$ cat src/rtl/toggle_cover_drain.sv
// Sticky first-hit recorder for one group of toggle-coverage points; each newly
// covered global index is drained exactly once per epoch over a valid/ready stream.
module toggle_cover_drain #(
    parameter int WIDTH       = 62,
    parameter int COVER_TOTAL = 8940,
    parameter int COVER_INDEX = 0
) (
    input  logic                       clock,
    input  logic                       reset,
    input  logic [WIDTH-1:0]           valid,
    input  logic                       clear,
    output logic                       out_valid,
    input  logic                       out_ready,
    output logic [63:0]                out_index,
    output logic [$clog2(WIDTH+1)-1:0] hit_count,
    output logic                       all_hit
);

    localparam int CW = $clog2(WIDTH + 1);

    if ((COVER_INDEX + WIDTH > COVER_TOTAL) || (WIDTH < 1)) begin : g_param_check
        $error("toggle_cover_drain: COVER_INDEX+WIDTH exceeds COVER_TOTAL or WIDTH < 1");
    end

    logic [WIDTH-1:0] seen_q, seen_d;
    logic [WIDTH-1:0] pend_q, pend_d;
    logic             out_valid_q, out_valid_d;
    logic [63:0]      out_index_q, out_index_d;
    logic [CW-1:0]    count_q, count_d;

    logic [WIDTH-1:0] new_hits;
    logic [CW-1:0]    new_pop;
    logic             found;
    int unsigned      pick;
    logic             load;

    always_comb begin
        new_hits = valid & ~seen_q;
        new_pop  = '0;
        for (int unsigned i = 0; i < WIDTH; i++) begin
            new_pop = new_pop + CW'(new_hits[i]);
        end
    end

    // Priority scan of pend as it stood before this edge; fresh hits wait a cycle.
    always_comb begin
        found = 1'b0;
        pick  = '0;
        for (int unsigned i = 0; i < WIDTH; i++) begin
            if (!found && pend_q[i]) begin
                found = 1'b1;
                pick  = i;
            end
        end
    end

    assign load = !out_valid_q || out_ready;

    always_comb begin
        seen_d      = seen_q;
        pend_d      = pend_q;
        count_d     = count_q;
        out_valid_d = out_valid_q;
        out_index_d = out_index_q;

        if (load) begin
            if (found && !clear) begin
                out_valid_d  = 1'b1;
                out_index_d  = 64'(COVER_INDEX) + 64'(pick);
                pend_d[pick] = 1'b0;
            end else begin
                out_valid_d  = 1'b0;
            end
        end

        // Clear discards pending points but lets a held output finish its transfer.
        if (clear) begin
            seen_d  = '0;
            pend_d  = '0;
            count_d = '0;
        end else begin
            seen_d  = seen_q | new_hits;
            pend_d  = pend_d | new_hits;
            count_d = count_q + new_pop;
        end
    end

    always_ff @(posedge clock or posedge reset) begin
        if (reset) begin
            seen_q      <= '0;
            pend_q      <= '0;
            out_valid_q <= 1'b0;
            out_index_q <= '0;
            count_q     <= '0;
        end else begin
            seen_q      <= seen_d;
            pend_q      <= pend_d;
            out_valid_q <= out_valid_d;
            out_index_q <= out_index_d;
            count_q     <= count_d;
        end
    end

    assign out_valid = out_valid_q;
    assign out_index = out_index_q;
    assign hit_count = count_q;
    assign all_hit   = (count_q == CW'(WIDTH));

endmodule

$ cat config.mk
export PLATFORM = sky130hd
export DESIGN_NAME = toggle_cover_drain
export DESIGN_NICKNAME = d
export VERILOG_FILES = /design/src/rtl/toggle_cover_drain.sv
export SDC_FILE = /design/constraint.sdc
export NUM_CORES = 1
export LEC_CHECK = 0
export ABC_AREA = 0
export CAP_MARGIN = 20
export CORE_MARGIN = 5
export CORE_UTILIZATION = 50
export DETAILED_ROUTE_END_ITERATION = 10
export PLACE_DENSITY = 0.78
export SYNTH_ARGS = -nofsm -noshare
export SYNTH_HDL_FRONTEND = slang
export SYNTH_SLANG_ARGS = --single-unit
$ cat constraint.sdc
create_clock -name clock -period 5.8 [get_ports clock]
set_input_delay 1.16 -clock clock [delete_from_list [all_inputs] [get_ports clock]]
set_output_delay 1.16 -clock clock [all_outputs]
set_load 0.01 [all_outputs]
==> results of run 1 <==
[path summary, 6_finish.rpt]
path	slack [ps]	to	startpoint	cells past startpoint
min reg2reg	480	seen_q[50]	seen_q[50]	2
min in group asynchronous	1300	seen_q[2]	reset	2
max reg2reg	-580	pend_q[20]	seen_q[20]	45
max	-920	pend_q[20]	valid[20]	46
min	480	seen_q[50]	seen_q[50]	2
max in group asynchronous	3440	pend_q[40]	reset	3
[per-stage QoR]
stage / util [%] / setup WS (ps)
finish: 66.78 / -915.8
detailed placement: 58.67 / -1536
CTS: 66.72 / -694.0
floorplan: - / -715.8
global placement: 58.67 / -1439
global route: 66.78 / -1000
[layout by cell type (no fill, tap or decap), types with 20 or more instances in the layout]
cell type        netlist  routed
inv_2                  0      25
fa_1                  54      42
nor2b_1               59      39
nor2b_4                0      20
a311oi_1              24      24
inv_1                 81      55
nor2_1               244     243
dfrtp_1              137     137
buf_4                 58     161
a211oi_1              36      36
conb_1                 1      58
clkdlybuf4s50_1        0      49
nand2b_1              28      26
nand2_1               22      22
[where the power goes]
group	internal [mW]	switching, mW	leakage [nW]
registers	1.09	0.0885	1.74
clock network	0.697	0.443	0.300
logic	3.35	3.07	3.40
[state kept, by name (all words and copies together), names as in the netlist]
name and count:
hit_count 6, pend_q 62, out_index 6, out_valid 1, seen_q 62
[cells by family after synthesis]
group / after synthesis / synth area share, %
compound gates: 131 / 11.51
xor+xnor: 8 / 0.7965
fa+ha+maj: 72 / 14.85
buf+inv: 160 / 9.316
flops: 137 / 38.97
other cells: 1 / 0.04263
simple gates: 437 / 24.52
[layer usage]
layer  up-vias  routed length, µm  global-route usage [%]
met1      3776              10640                   35.04
li1       3531                  -                       -
met5         -                  0                       0
met4         0               1538                   16.06
met3       122               2544                   5.693
met2       470              13290                   43.20
[area by class of cell]
type                       count  area [µm²]  share of cell area [%]
clock inverter                12       148.9                   1.289
clock buffer                  20       456.7                   3.954
multi-input combinational    706        4989                   43.19
inverter                      81       309.0                   2.676
sequential                   137        3428                   29.68
tap                          225       281.5                   2.437
timing repair buffer         239        1937                   16.77
[critical path: cells and delay by family]
family	cells	cell delay, ps
buffers and inverters	43	5370
AND/OR/NAND/NOR	2	190
AO/OA/AOI/OAI	1	310
[repair_timing]
| item | in CTS | in global routing |
|---|---|---|
| hold buffers | 0 | 0 |
| resized for setup | 133 | 23 |
| setup endpoints to repair | 6 | 8 |
| buffers inserted | 93 | 5 |
| pin swaps | 25 | 11 |
==> metrics.cfg, run 1 <==
[grt]
grt_antenna_before_repair = 0
gr-total-overflow = 0
grt_pass1_wl_um = 42520
grt_max_degree = 105
grt_use_total_pct = 27.39
grt_pass1_vias = 8004

[route]
ant_nets = 0
num_vias = 7899
drt_iter0_drc = 844
viasPerCell = 5.563
avgRoutedWirePerCell_um = 19.73
drc_errors = 0
dr.pass1.iters = 5
wl_um = 28020

[place]
place_area_um2 = 10150
port_buffers = 79
place_congestion = 0.9268
dp_cells = 1297
hpwl_um = 17430

[yosys]
synth.cell_area_um2 = 8797
yosys_register_bits = 137
ys_async_sr_fraction_pct = 100.0
yosys.area.top_type = dfrtp_1
synthTopCellsByCount = nor2_1 (244), dfrtp_1 (137), inv_1 (81), nor2b_1 (59), buf_4 (58)
synth_area_leaders = dfrtp_1 (39%), fa_1 (12%), nor2_1 (10%), buf_4 (4.9%), nor2b_1 (4.2%)
synthCells = 946
synth.top_cell.area_share_pct = 38.97
yosysSeqAreaShare_pct = 38.97
post_synth.cell_area_avg_um2 = 9.299
synth_edf_count = 0
synth_most_common_cell = nor2_1
synth.distinct_cells = 53
synth_warnings = 0
synthFlopType = dfrtp_1

[critical_path]
cp.required_ps = 6130
crit_top_cell = buf_4
start_kind = input port
crit_slowest_cell = a221oi_1
crit_type = in2reg
worstPathMaxFanout = 2
cp.arrival_ps = 7050
endpoint_kind = flop
max_stage_delay_ps = 310

[layout]
n_antenna_cell = 0
final_area_um2 = 11550
area.growth.synth_to_final_pct = 31.29
layout-drive-gt1-share_pct = 24.77
fin_nets = 1320
fill_cells = 1276
final_cells = 1420

[power]
peakVddDrop_mv = 1.366
total_power_mw = 8.745
cellLeakagePower_nw = 5.430
power.density_nw_per_um2 = 757.2

[floorplanning]
die_area_um2 = 20350
die_x_um = 142.6
ios = 138
rows = 48
coreArea_um2 = 17300
die_h_um = 142.6
start_util_pct = 50.86

[sta]
period_needed_ps = 6716
tns_ps = -4910
maxSlewViolCount = 0
setup_viol = 7
worstMarginPinSlew_ps = 1150
clock.fmax_ghz = 0.1489
clock-skew-final_ps = 9.576
hold_ws_ps = 480.2
finalCritPeriodShare_pct = 115.8
rsz0062_at_grt = yes
slew_headroom_pct = 23.17
hold_viol_final = 0
fin_ws_ps = -915.8

[status]
status = finished with violations
violations = setup timing

[clocking]
root_buffer = clkbuf_16
cts_sinks = 137
clock_latency_ps = 440
numCtsBuffers = 17
cts.htree.levels = 4
cts_tree = built
cts_buffer_depth = 2
cts.clk_slew.worst_paths_ps = 60

[run]
drv_cap = 0

[min_path]
min_path_type = reg2reg

Note: power is estimated with default switching activity, not from simulation.
==> run 2, diff against run 1 <==
SKIP_CTS_REPAIR_TIMING = 1   (was default)
==> run 2 against run 1 <==
Against the previous run: register-to-register slack improved by 240 ps; largest cell class unchanged; worst hold slack worse by 0.81 ps; via count down 7.7%; power increased by 0.65%; the run still ends with setup timing left; critical path type unchanged.
==> metrics.cfg, run 2 (synthesis results as in run 1) <==
[critical_path]
r2r_cells = 21  ; -53%
cp.arrival_ps = 6880  ; -170 ps
crit_type = in2reg
r2r-end = hit_count[4]
crit_slowest_cell = fa_2
rrSetupSlack_ps = -340  ; +240 ps
crit_top_cell = fa_2
worstReg2RegStart = seen_q[54]
worstPathMaxFanout = 2  ; unchanged
worstPathCellList = clkbuf_2, nor2b_4, inv_2, fa_2, fa_2, fa_2, inv_1, fa_2, inv_1, fa_1, fa_2, fa_1, fa_1, fa_2, fa_2, inv_2, a21o_1, a21oi_2, xor2_1, nor2_1
start_kind = input port
max_stage_delay_ps = 620  ; +310 ps
cp.required_ps = 6090  ; -40 ps
endpoint_kind = flop

[grt]
grt_max_degree = 105  ; unchanged
grt_pass1_vias = 7114  ; -11%
grt_antenna_before_repair = 0  ; unchanged
gr-total-overflow = 0  ; unchanged
grt_pass1_wl_um = 36780  ; -13%
grt_use_total_pct = 23.50  ; -3.9 points

[floorplanning]
die_h_um = 142.6  ; unchanged
start_util_pct = 50.86  ; unchanged
die_x_um = 142.6  ; unchanged
die_area_um2 = 20350  ; unchanged
coreArea_um2 = 17300  ; unchanged
ios = 138  ; unchanged
rows = 48  ; unchanged

[layout]
final_common_cell = nor2_1
layout-drive-gt1-share_pct = 17.61  ; -7.2 points
fin_util_pct = 63.76  ; -3.0 points
final_cells = 1338  ; -5.8%
fin_nets = 1238  ; -6.2%
area.growth.synth_to_final_pct = 25.36
n_antenna_cell = 0  ; unchanged
largest_registers = pend_q (62), seen_q (62)
fill_cells = 1371  ; +7.4%
final_cell_mix = nor2_1 (244), dfrtp_1 (137), buf_4 (79)

[sta]
finalCritPeriodShare_pct = 113.6  ; -2.2 points
rsz0062_at_grt = yes
hold_viol_final = 0  ; unchanged
slew_headroom_pct = 27.12  ; +3.9 points
period_needed_ps = 6587  ; -128.4 ps
maxSlewViolCount = 0  ; unchanged
worstMarginPinSlew_ps = 1091  ; -59.05 ps
fin_ws_ps = -787.5  ; +128.4 ps
setup_viol = 6  ; -1
clock.fmax_ghz = 0.1518  ; +1.9%
tns_ps = -3520  ; +1390 ps
clock-skew-final_ps = 10.74  ; +1.165 ps

[clocking]
clock_latency_ps = 430  ; about the same
cts.clk_slew.worst_paths_ps = 60  ; about the same
cts_tree = built
cts_sinks = 137  ; unchanged
numCtsBuffers = 17  ; unchanged
root_buffer = clkbuf_16
cts_buffer_depth = 2  ; unchanged
cts.htree.levels = 4  ; unchanged

[power]
peakVddDrop_mv = 1.340  ; -1.9%
cellLeakagePower_nw = 5.256  ; -3.2%
power.density_nw_per_um2 = 798.1  ; +5.4%

[run]
drv_cap = 0  ; unchanged

[route]
wl_um = 24270  ; -13%
avgRoutedWirePerCell_um = 18.14  ; -8.1%
ant_nets = 0  ; unchanged
dr.pass1.iters = 5  ; unchanged
num_vias = 7287  ; -7.7%
drc_errors = 0  ; unchanged
viasPerCell = 5.446  ; -2.1%
drt_iter0_drc = 715  ; -15%

[place]
place_congestion = 0.9268  ; unchanged
dp_cells = 1297  ; unchanged
port_buffers = 79  ; unchanged
pre_cts_slack_ps = -1536  ; unchanged
hpwl_um = 17430  ; unchanged

[min_path]
worstHoldStart = seen_q[50]
min_path_type = reg2reg
hold_end = seen_q[50]
hold_path_depth = 2  ; unchanged

[status]
status = finished with violations
violations = setup timing

-- run 2: worst max-delay path: cells and delay by family --
family                     cells  cell delay, ps
AOI/OAI and AO/OA              2             190
xor gates and xnor gates       1             140
and+or+nand+nor                2             210
buffers and inverters          5             310
adders and majority gates     10            4850
-- run 2: area by class of cell --
class	instances	area, µm²	share of cell area, %
Clock buffer	20	456.7	4.141
Clock inverter	12	148.9	1.350
Inverter	81	309.0	2.802
Multi-Input combinational cell	706	4975	45.11
Sequential cell	137	3428	31.09
Tap cell	225	281.5	2.553
Timing Repair Buffer	157	1429	12.96
-- run 2: how the worst max path moves through the flow --
| stage | from | to | slack [ps] | cells after the start |
|---|---|---|---|---|
| 2_1_floorplan | valid[30] | hit_count[4] | -720 | 19 |
| 3_3_place_gp | valid[38] | hit_count[4] | -1440 | 20 |
| 3_5_place_dp | valid[38] | hit_count[5] | -1540 | 22 |
| 4_1_cts | valid[38] | hit_count[5] | -1200 | 22 |
| 5_1_grt | valid[54] | hit_count[4] | -910 | 22 |
| 6_report | valid[34] | hit_count[4] | -790 | 20 |
-- run 2: per-stage QoR --
step	total power [mW]	instance area, µm²	hold slack [ps]
2_1_floorplan	4.683	9071	451.7
3_3_place_gp	6.360	10150	462.5
4_1_cts	7.880	10750	486.9
5_1_grt	9.566	11030	506.0
6_report	8.802	11030	479.4
3_5_place_dp	6.481	10150	473.8
-- run 2: routing by layer --
layer | track usage [%] | up-vias | wire, µm
met3 | 6.162 | 58 | 1959
li1 | - | 3358 | -
met1 | 31.86 | 3530 | 9841
met2 | 35.88 | 341 | 11580
met4 | 10.11 | 0 | 894
met5 | 0 | - | 0
-- run 2: power breakdown --
| part | total [mW] | leakage (nW) | internal, mW | switching [mW] |
|---|---|---|---|---|
| registers | 1.18 | 1.74 | 1.09 | 0.0851 |
| logic | 6.50 | 3.22 | 3.39 | 3.11 |
| clock network | 1.12 | 0.300 | 0.696 | 0.422 |
| total | 8.80 | 5.26 | 5.19 | 3.62 |
